$ cat src/rtl/x_pwm_8_bit.sv
// x_pwm_8_bit: PWM generator driven by an external 8-bit counter.
// Double-buffered duty committed at wrap, plus a wrap pulse and a sequence checker.
module x_pwm_8_bit #(
  parameter logic [7:0] RESET_DUTY = 8'd0,
  parameter bit         CHECK_SEQ  = 1'b1
) (
  input  logic i_clk,
  input  logic i_rst,
  input  logic i_count_7,
  input  logic i_count_6,
  input  logic i_count_5,
  input  logic i_count_4,
  input  logic i_count_3,
  input  logic i_count_2,
  input  logic i_count_1,
  input  logic i_count_0,
  input  logic i_duty_7,
  input  logic i_duty_6,
  input  logic i_duty_5,
  input  logic i_duty_4,
  input  logic i_duty_3,
  input  logic i_duty_2,
  input  logic i_duty_1,
  input  logic i_duty_0,
  input  logic i_load,
  output logic o_pwm,
  output logic o_wrap,
  output logic o_pending,
  output logic o_seq_err
);

  logic [7:0] w_count;
  logic [7:0] w_duty;
  logic [7:0] w_prev_inc;
  logic [7:0] w_eff_duty;
  logic       w_wrap;
  logic       w_commit;
  logic       w_seq_bad;

  logic [7:0] r_active;
  logic [7:0] r_shadow;
  logic [7:0] r_prev;
  logic       r_prev_valid;
  logic       r_pend;
  logic       r_pwm;
  logic       r_wrap;
  logic       r_seq_err;

  assign w_count = {i_count_7, i_count_6, i_count_5, i_count_4,
                    i_count_3, i_count_2, i_count_1, i_count_0};
  assign w_duty  = {i_duty_7, i_duty_6, i_duty_5, i_duty_4,
                    i_duty_3, i_duty_2, i_duty_1, i_duty_0};

  assign w_prev_inc = r_prev + 8'd1;
  assign w_wrap     = r_prev_valid && (r_prev == 8'hFF) &&
                      (w_count == 8'h00);
  assign w_commit   = w_wrap && r_pend;
  // The committing period must already use the new duty on its first count.
  assign w_eff_duty = w_commit ? r_shadow : r_active;
  assign w_seq_bad  = CHECK_SEQ && r_prev_valid &&
                      (w_count != w_prev_inc);

  // Duty buffering, count history, and registered outputs.
  always_ff @(posedge i_clk) begin
    if (i_rst) begin
      r_active     <= RESET_DUTY;
      r_shadow     <= RESET_DUTY;
      r_prev       <= 8'd0;
      r_prev_valid <= 1'b0;
      r_pend       <= 1'b0;
      r_pwm        <= 1'b0;
      r_wrap       <= 1'b0;
      r_seq_err    <= 1'b0;
    end else begin
      r_prev       <= w_count;
      r_prev_valid <= 1'b1;
      if (w_commit) begin
        r_active <= r_shadow;
        r_pend   <= 1'b0;
      end
      // A load in the commit cycle refills the shadow and stays pending.
      if (i_load) begin
        r_shadow <= w_duty;
        r_pend   <= 1'b1;
      end
      r_pwm  <= (w_count < w_eff_duty);
      r_wrap <= w_wrap;
      if (w_seq_bad)
        r_seq_err <= 1'b1;
    end
  end

  assign o_pwm     = r_pwm;
  assign o_wrap    = r_wrap;
  assign o_pending = r_pend;
  assign o_seq_err = r_seq_err;

endmodule

$ cat config.mk
export PLATFORM = sky130hd
export DESIGN_NAME = x_pwm_8_bit
export DESIGN_NICKNAME = d
export VERILOG_FILES = /design/src/rtl/x_pwm_8_bit.sv
export SDC_FILE = /design/constraint.sdc
export NUM_CORES = 1
export LEC_CHECK = 0
export CORE_MARGIN = 2
export CORE_UTILIZATION = 30
export DETAILED_ROUTE_END_ITERATION = 6
export PLACE_DENSITY = 0.59
export SLEW_MARGIN = 15
export SYNTH_ARGS = -nofsm -noshare
export SYNTH_HDL_FRONTEND = slang
export SYNTH_SLANG_ARGS = --single-unit
$ cat constraint.sdc
create_clock -name i_clk -period 2.45 [get_ports i_clk]
set_input_delay 0.735 -clock i_clk [delete_from_list [all_inputs] [get_ports i_clk]]
set_output_delay 0.735 -clock i_clk [all_outputs]
set_load 0.05 [all_outputs]
# Word level (Yosys, flattened, before mapping)
# Index checks and enable logic that the tools add are counted.
[totals]
out_inout_bits = 4
elab_cells = 22
ff_bits = 29
[op_classes]
n_reduce_logical = 6
order_cmp = 1
muxes = 4
n_addsub = 1
eq_ne = 2
[ops]
columns = ["operator", "n"]
rows = [
  ["$add 8x1->8 const B", 1],
  ["$eq 8x8->1 const B", 1],
  ["$logic_not 8->1", 1],
  ["$lt 8x8->1", 1],
  ["$mux 8", 1],
  ["$ne 8x8->1", 1],
  ["$logic_and 1x1->1", 4],
  ["$mux 1", 3],
  ["$reduce_bool 2->1", 1],
]

# Logic depth before layout (Yosys ltp)
[depth]
ltp_word = 6
mapped_depth = 11
mapped_depth_nobuf = 9

# Least setup slack after synthesis
# OpenSTA, ideal clock, no wires.
[synth_timing]
path_type = "input -> register"
start = "in i_count_6"
end = "reg r_pwm (netlist: o_pwm)"
setup_slack_ns = -0.016
setup_ns = 0.091
n_path_buf = 1
t_arrival_ns = 2.375
stages = 10
path_cell_list = "and4b_1 nand3_2 nor3_2 buf_6 mux2i_1 ha_1 o21ai_0 a21oi_1 nor2b_1 a311oi_1"
[synth_between]
elab_chain_len = 5
[synth_lines]
columns = ["element", "line_no", "rtl"]
rows = [
  ["from (decl)", "10", "input logic i_count_6,"],
  ["$logic_not 8->1", "56", "(w_count == 8'h00);"],
  ["$logic_and 1x1->1", "55", "assign w_wrap = r_prev_valid && (r_prev == 8'hFF) &&"],
  ["$logic_and 1x1->1", "57", "assign w_commit = w_wrap && r_pend;"],
  ["$mux 8", "-", ""],
  ["$lt 8x8->1 (*)", "86", "r_pwm <= (w_count < w_eff_duty);"],
  ["to (signal assigned)", "86", ""],
  ["to (decl)", "45", "logic r_pwm;"],
]
# Mark *: on every way between the ends. The rest lies on a longest branch, timed or not.
# A chain may end at the register's enable or synchronous reset.

# Worst setup path after layout
[layout_timing]
start = "in i_count_4"
end = "reg r_pwm (netlist: o_pwm)"
[layout_between]
elab_chain_len = 5
[layout_lines]
columns = ["element", "line_no", "rtl"]
rows = [
  ["from (decl)", "12", "input logic i_count_4,"],
  ["$logic_not 8->1", "56", ""],
  ["$logic_and 1x1->1", "55", ""],
  ["$logic_and 1x1->1", "57", ""],
  ["$mux 8", "-", ""],
  ["$lt 8x8->1 (*)", "86", ""],
]
# Marks and branches as above.

==> metrics.md <==
| Metric | Value |
|---|---|
| Hold Path Depth | 2 |
| Setup violators final | 1 |
| Clock Skews | about 6.7 ps |
| Worst Max-Slew Pin Slew | about 550 ps |
| Top delay family on crit path | simple AND/OR/NAND/NOR gates |
| Failing checks | setup timing |
| Final Net Count | between 200 and 250 |
| First-pass GRT wire length | about 5.0 mm |
| Area Overhead vs Synth | 46.6% |
| Crit-path max cell delay | slightly above 300 ps |
| Peak VDD IR | about 340 uV |
| Layout fillers | between 400 and 500 |
| Predominant post-synthesis flop cell | dfxtp_1 |
| Final period util | 1.03 |
| Slew margin rel. | 0.634 |
| CTS Hold Buffers Added | 0 |
| Share of layout cells above drive strength 1 | 0.296 |
| P_leak | ~0.81 nW |
| HP Class | register to register |
| Async SR Flop Fraction | 0 |
| Initial antenna violation count | 0 |
| Leading area contributor after synthesis | dfxtp_1 |
| Critical Path Source Type | input port |
| Maximum root-to-sink buffer count | 2 |
| Worst-path clk slew | 60 ps |
| Non-filler instance count after layout | between 200 and 250 |
| Clock Latency Late Sink | between 200 and 300 ps |
| IO Pins | 23 |
| DIE HEIGHT | a little over 70 microns |
| Placement Cell Area | 1780 sq um |
| Sink Count | 29 |
| Crit-path max FO | 4 |
| FP Rows | 24 |
| Multi-input logic area | between 800 and 900 sq um |
| DRT iter0 DRCs | 29 |
| Core area | 4380 sq um |
| Synth warn | 0 |
| First-pass DRT Iterations | 4 |
| Die Wd | 71.6 microns |
| Post-Synthesis Mean Instance Area | slightly below 10 sq um |
| Max-cap violations | 0 |
| Syn Inst Count | around 140 |
| Sequential share of the synthesized area | 0.423 |
| Vias/cell | 4.78 |
| Critical Path RT | 2630 ps |
| Library cells used by synthesis | 30 |
| GRT Overall Usage | 0.128 |
| Worst R2R Path Depth | 10 |
| Vias in the first global route | ~1200 |
| Tmin final | ~2500 ps |
| Unrepaired setup endpoints after global routing | true |
| Sequential Area | slightly below 600 sq um |
| Initial core utilization | 0.313 |
| Status | finished with violations |
| Post-synth EDFFs | 0 |
| Grt ovf | 0 |
| CP Data Arrival Time | around 2700 ps |
| Synth area leaders | dfxtp_1 42%, mux2i_1 12%, ha_1 7.3% |
| PwrDens | 524 nW/um^2 |
| Hold Vio Cnt, Final | 0 |
| Slowest stage cell, crit path | nor4_4 |
| Antenna cells | 0 |
| Buffers added on ports | 22 |
| Final setup margin | -82.8 ps |
| Fmax | roughly 0.39 GHz |
| DIE AREA | slightly above 5000 sq um |
| Slew Viols, Final | 0 |
| HPWL after DPL | 2.29 mm |
| Drt wl/cell | ~13 microns |
| Critical path depth | 11 |
| Synthesized flop and latch total | 29 |
| DRT antenna net count | 0 |
| Largest net degree at the start of global routing | 18 |
| Hold slack | slightly below 500 ps |
| CTS buffer count | 5 |
| Synthesized cell area | around 1400 sq um |
| Launch point of the critical path | i_count_4 |
| Placer Congestion | 0.733 |
| Setup WS pre-CTS | -680 ps |
| Root Driver | clkbuf_8 |
| Dpl cells | 230 |
| Worst hold start | r_prev_valid |
| Total wire length | roughly 3.2 mm |
| Post-Syn Nets | between 150 and 200 |
| Max H-tree Level | 2 |
| Yosys top cell area share | 0.423 |
| Setup crit end kind | register |
| Total number of vias | 1153 |
| DRC violations left | 0 |
| Sum of buffers and inverters on the critical path | 2 |
| Fin area | between 2000 and 2500 sq um |
| CTS tree | done |
| RR Startpoint | r_prev[2] |
| WS Path Type | input port to register |
| Crit-path cells | buf_6, nor4_4, nand2_2, nor3_4, buf_6, mux2i_4, ha_4, o21ai_2, a21oi_2, nor2b_1, a311oi_1 |
| Most Frequent Cell on Critical Path | buf_6 |
## synth_stat cells, types with 2 or more instances
library cell	count
a21oi_1	5
nand4_1	3
a31oi_1	2
inv_1	4
o211ai_1	2
buf_6	2
clkbuf_1	4
nand3_1	2
xor2_1	4
xnor2_1	8
nor2_1	21
ha_1	8
mux2i_1	17
nor3_1	2
dfxtp_1	29
o21ai_0	2
nand2_1	3
nor2b_1	10
a311oi_1	2
## cell type report
| class | instances | share of cell area |
|---|---|---|
| multi-input combinational | 102 | 0.433 |
| sequential | 29 | 0.289 |
| timing repair buffer | 47 | 0.195 |
| clock buffer | 7 | 0.0429 |
| tap | 52 | 0.0323 |
| inverter | 4 | 0.00746 |
## registers in the layout, summed over array words and instances (netlist names)
signal	count
o_pending	1
o_pwm	1
o_seq_err	1
o_wrap	1
r_active	8
r_prev	8
r_prev_valid	1
r_shadow	8
## layer usage
metal / track usage / part of all wire / wire (microns)
met1: 0.129 / 0.41 / 1280
met2: 0.226 / 0.53 / 1670
met3: 0.0450 / 0.039 / 123
met4: 0.0713 / 0.024 / 77
met5: 0 / 0 / 0
## where the power goes
| part | switching (W) | internal [W] | total (W) |
|---|---|---|---|
| logic | 0.0000728 | 0.0000800 | 0.000153 |
| registers | 0.0000169 | 0.000491 | 0.000508 |
| clock network | 0.000171 | 0.000222 | 0.000394 |
| total | 0.000261 | 0.000793 | 0.00105 |
## worst reg2reg max path, stage by stage, from the launching register on
cell,delay (ps)
dfxtp_1,400
and4_4,270
nand3_2,120
nor3_4,180
buf_6,180
mux2i_4,270
ha_4,230
o21ai_2,120
a21oi_2,80
nor2b_1,140
a311oi_1,230
## cell families after synthesis
group / synth area share
simple gates: 0.193
flops: 0.423
mux: 0.132
compound gates: 0.0638
xor+xnor: 0.0766
buf+inv: 0.0383
fa+ha+maj: 0.0729
## layout by cell type (no fill, tap or decap), types with 2 or more instances in the layout
master,instances
a21oi_1,4
a311oi_1,2
a31oi_1,2
buf_2,4
buf_4,23
buf_6,4
clkbuf_8,6
clkdlybuf4s50_1,14
dfxtp_1,29
ha_1,6
ha_4,2
inv_1,4
mux2i_1,11
mux2i_4,5
nand2_1,2
nand3_1,2
nand4_1,3
nor2_1,21
nor2b_1,10
o211ai_1,2
xnor2_1,8
xor2_1,4
## final timing paths
check	slack (ps)	to
worst max-delay path	-80	o_pwm
worst min-delay path	490	o_seq_err
worst max register to register	150	o_pwm
worst min register to register	490	o_seq_err
## through the flow
stage | setup TNS (ps) | total power [W] | utilization
after floorplan | 0 | 0.000591 | -
after global placement | -1030 | 0.000658 | 0.407
after detailed placement | -1350 | 0.000664 | 0.407
after CTS | -48.8 | 0.00105 | 0.430
after global routing | -197 | 0.00111 | 0.459
final | -82.8 | 0.00105 | 0.459
## what timing repair did
action | CTS | global route
hold endpoints to repair | 0 | 0
pin swaps | 8 | 4
buffers inserted | 2 | 2
gates resized for setup | 34 | 20
endpoints found under the setup margin | 1 | 1
Power figures use the tool's default switching activity.
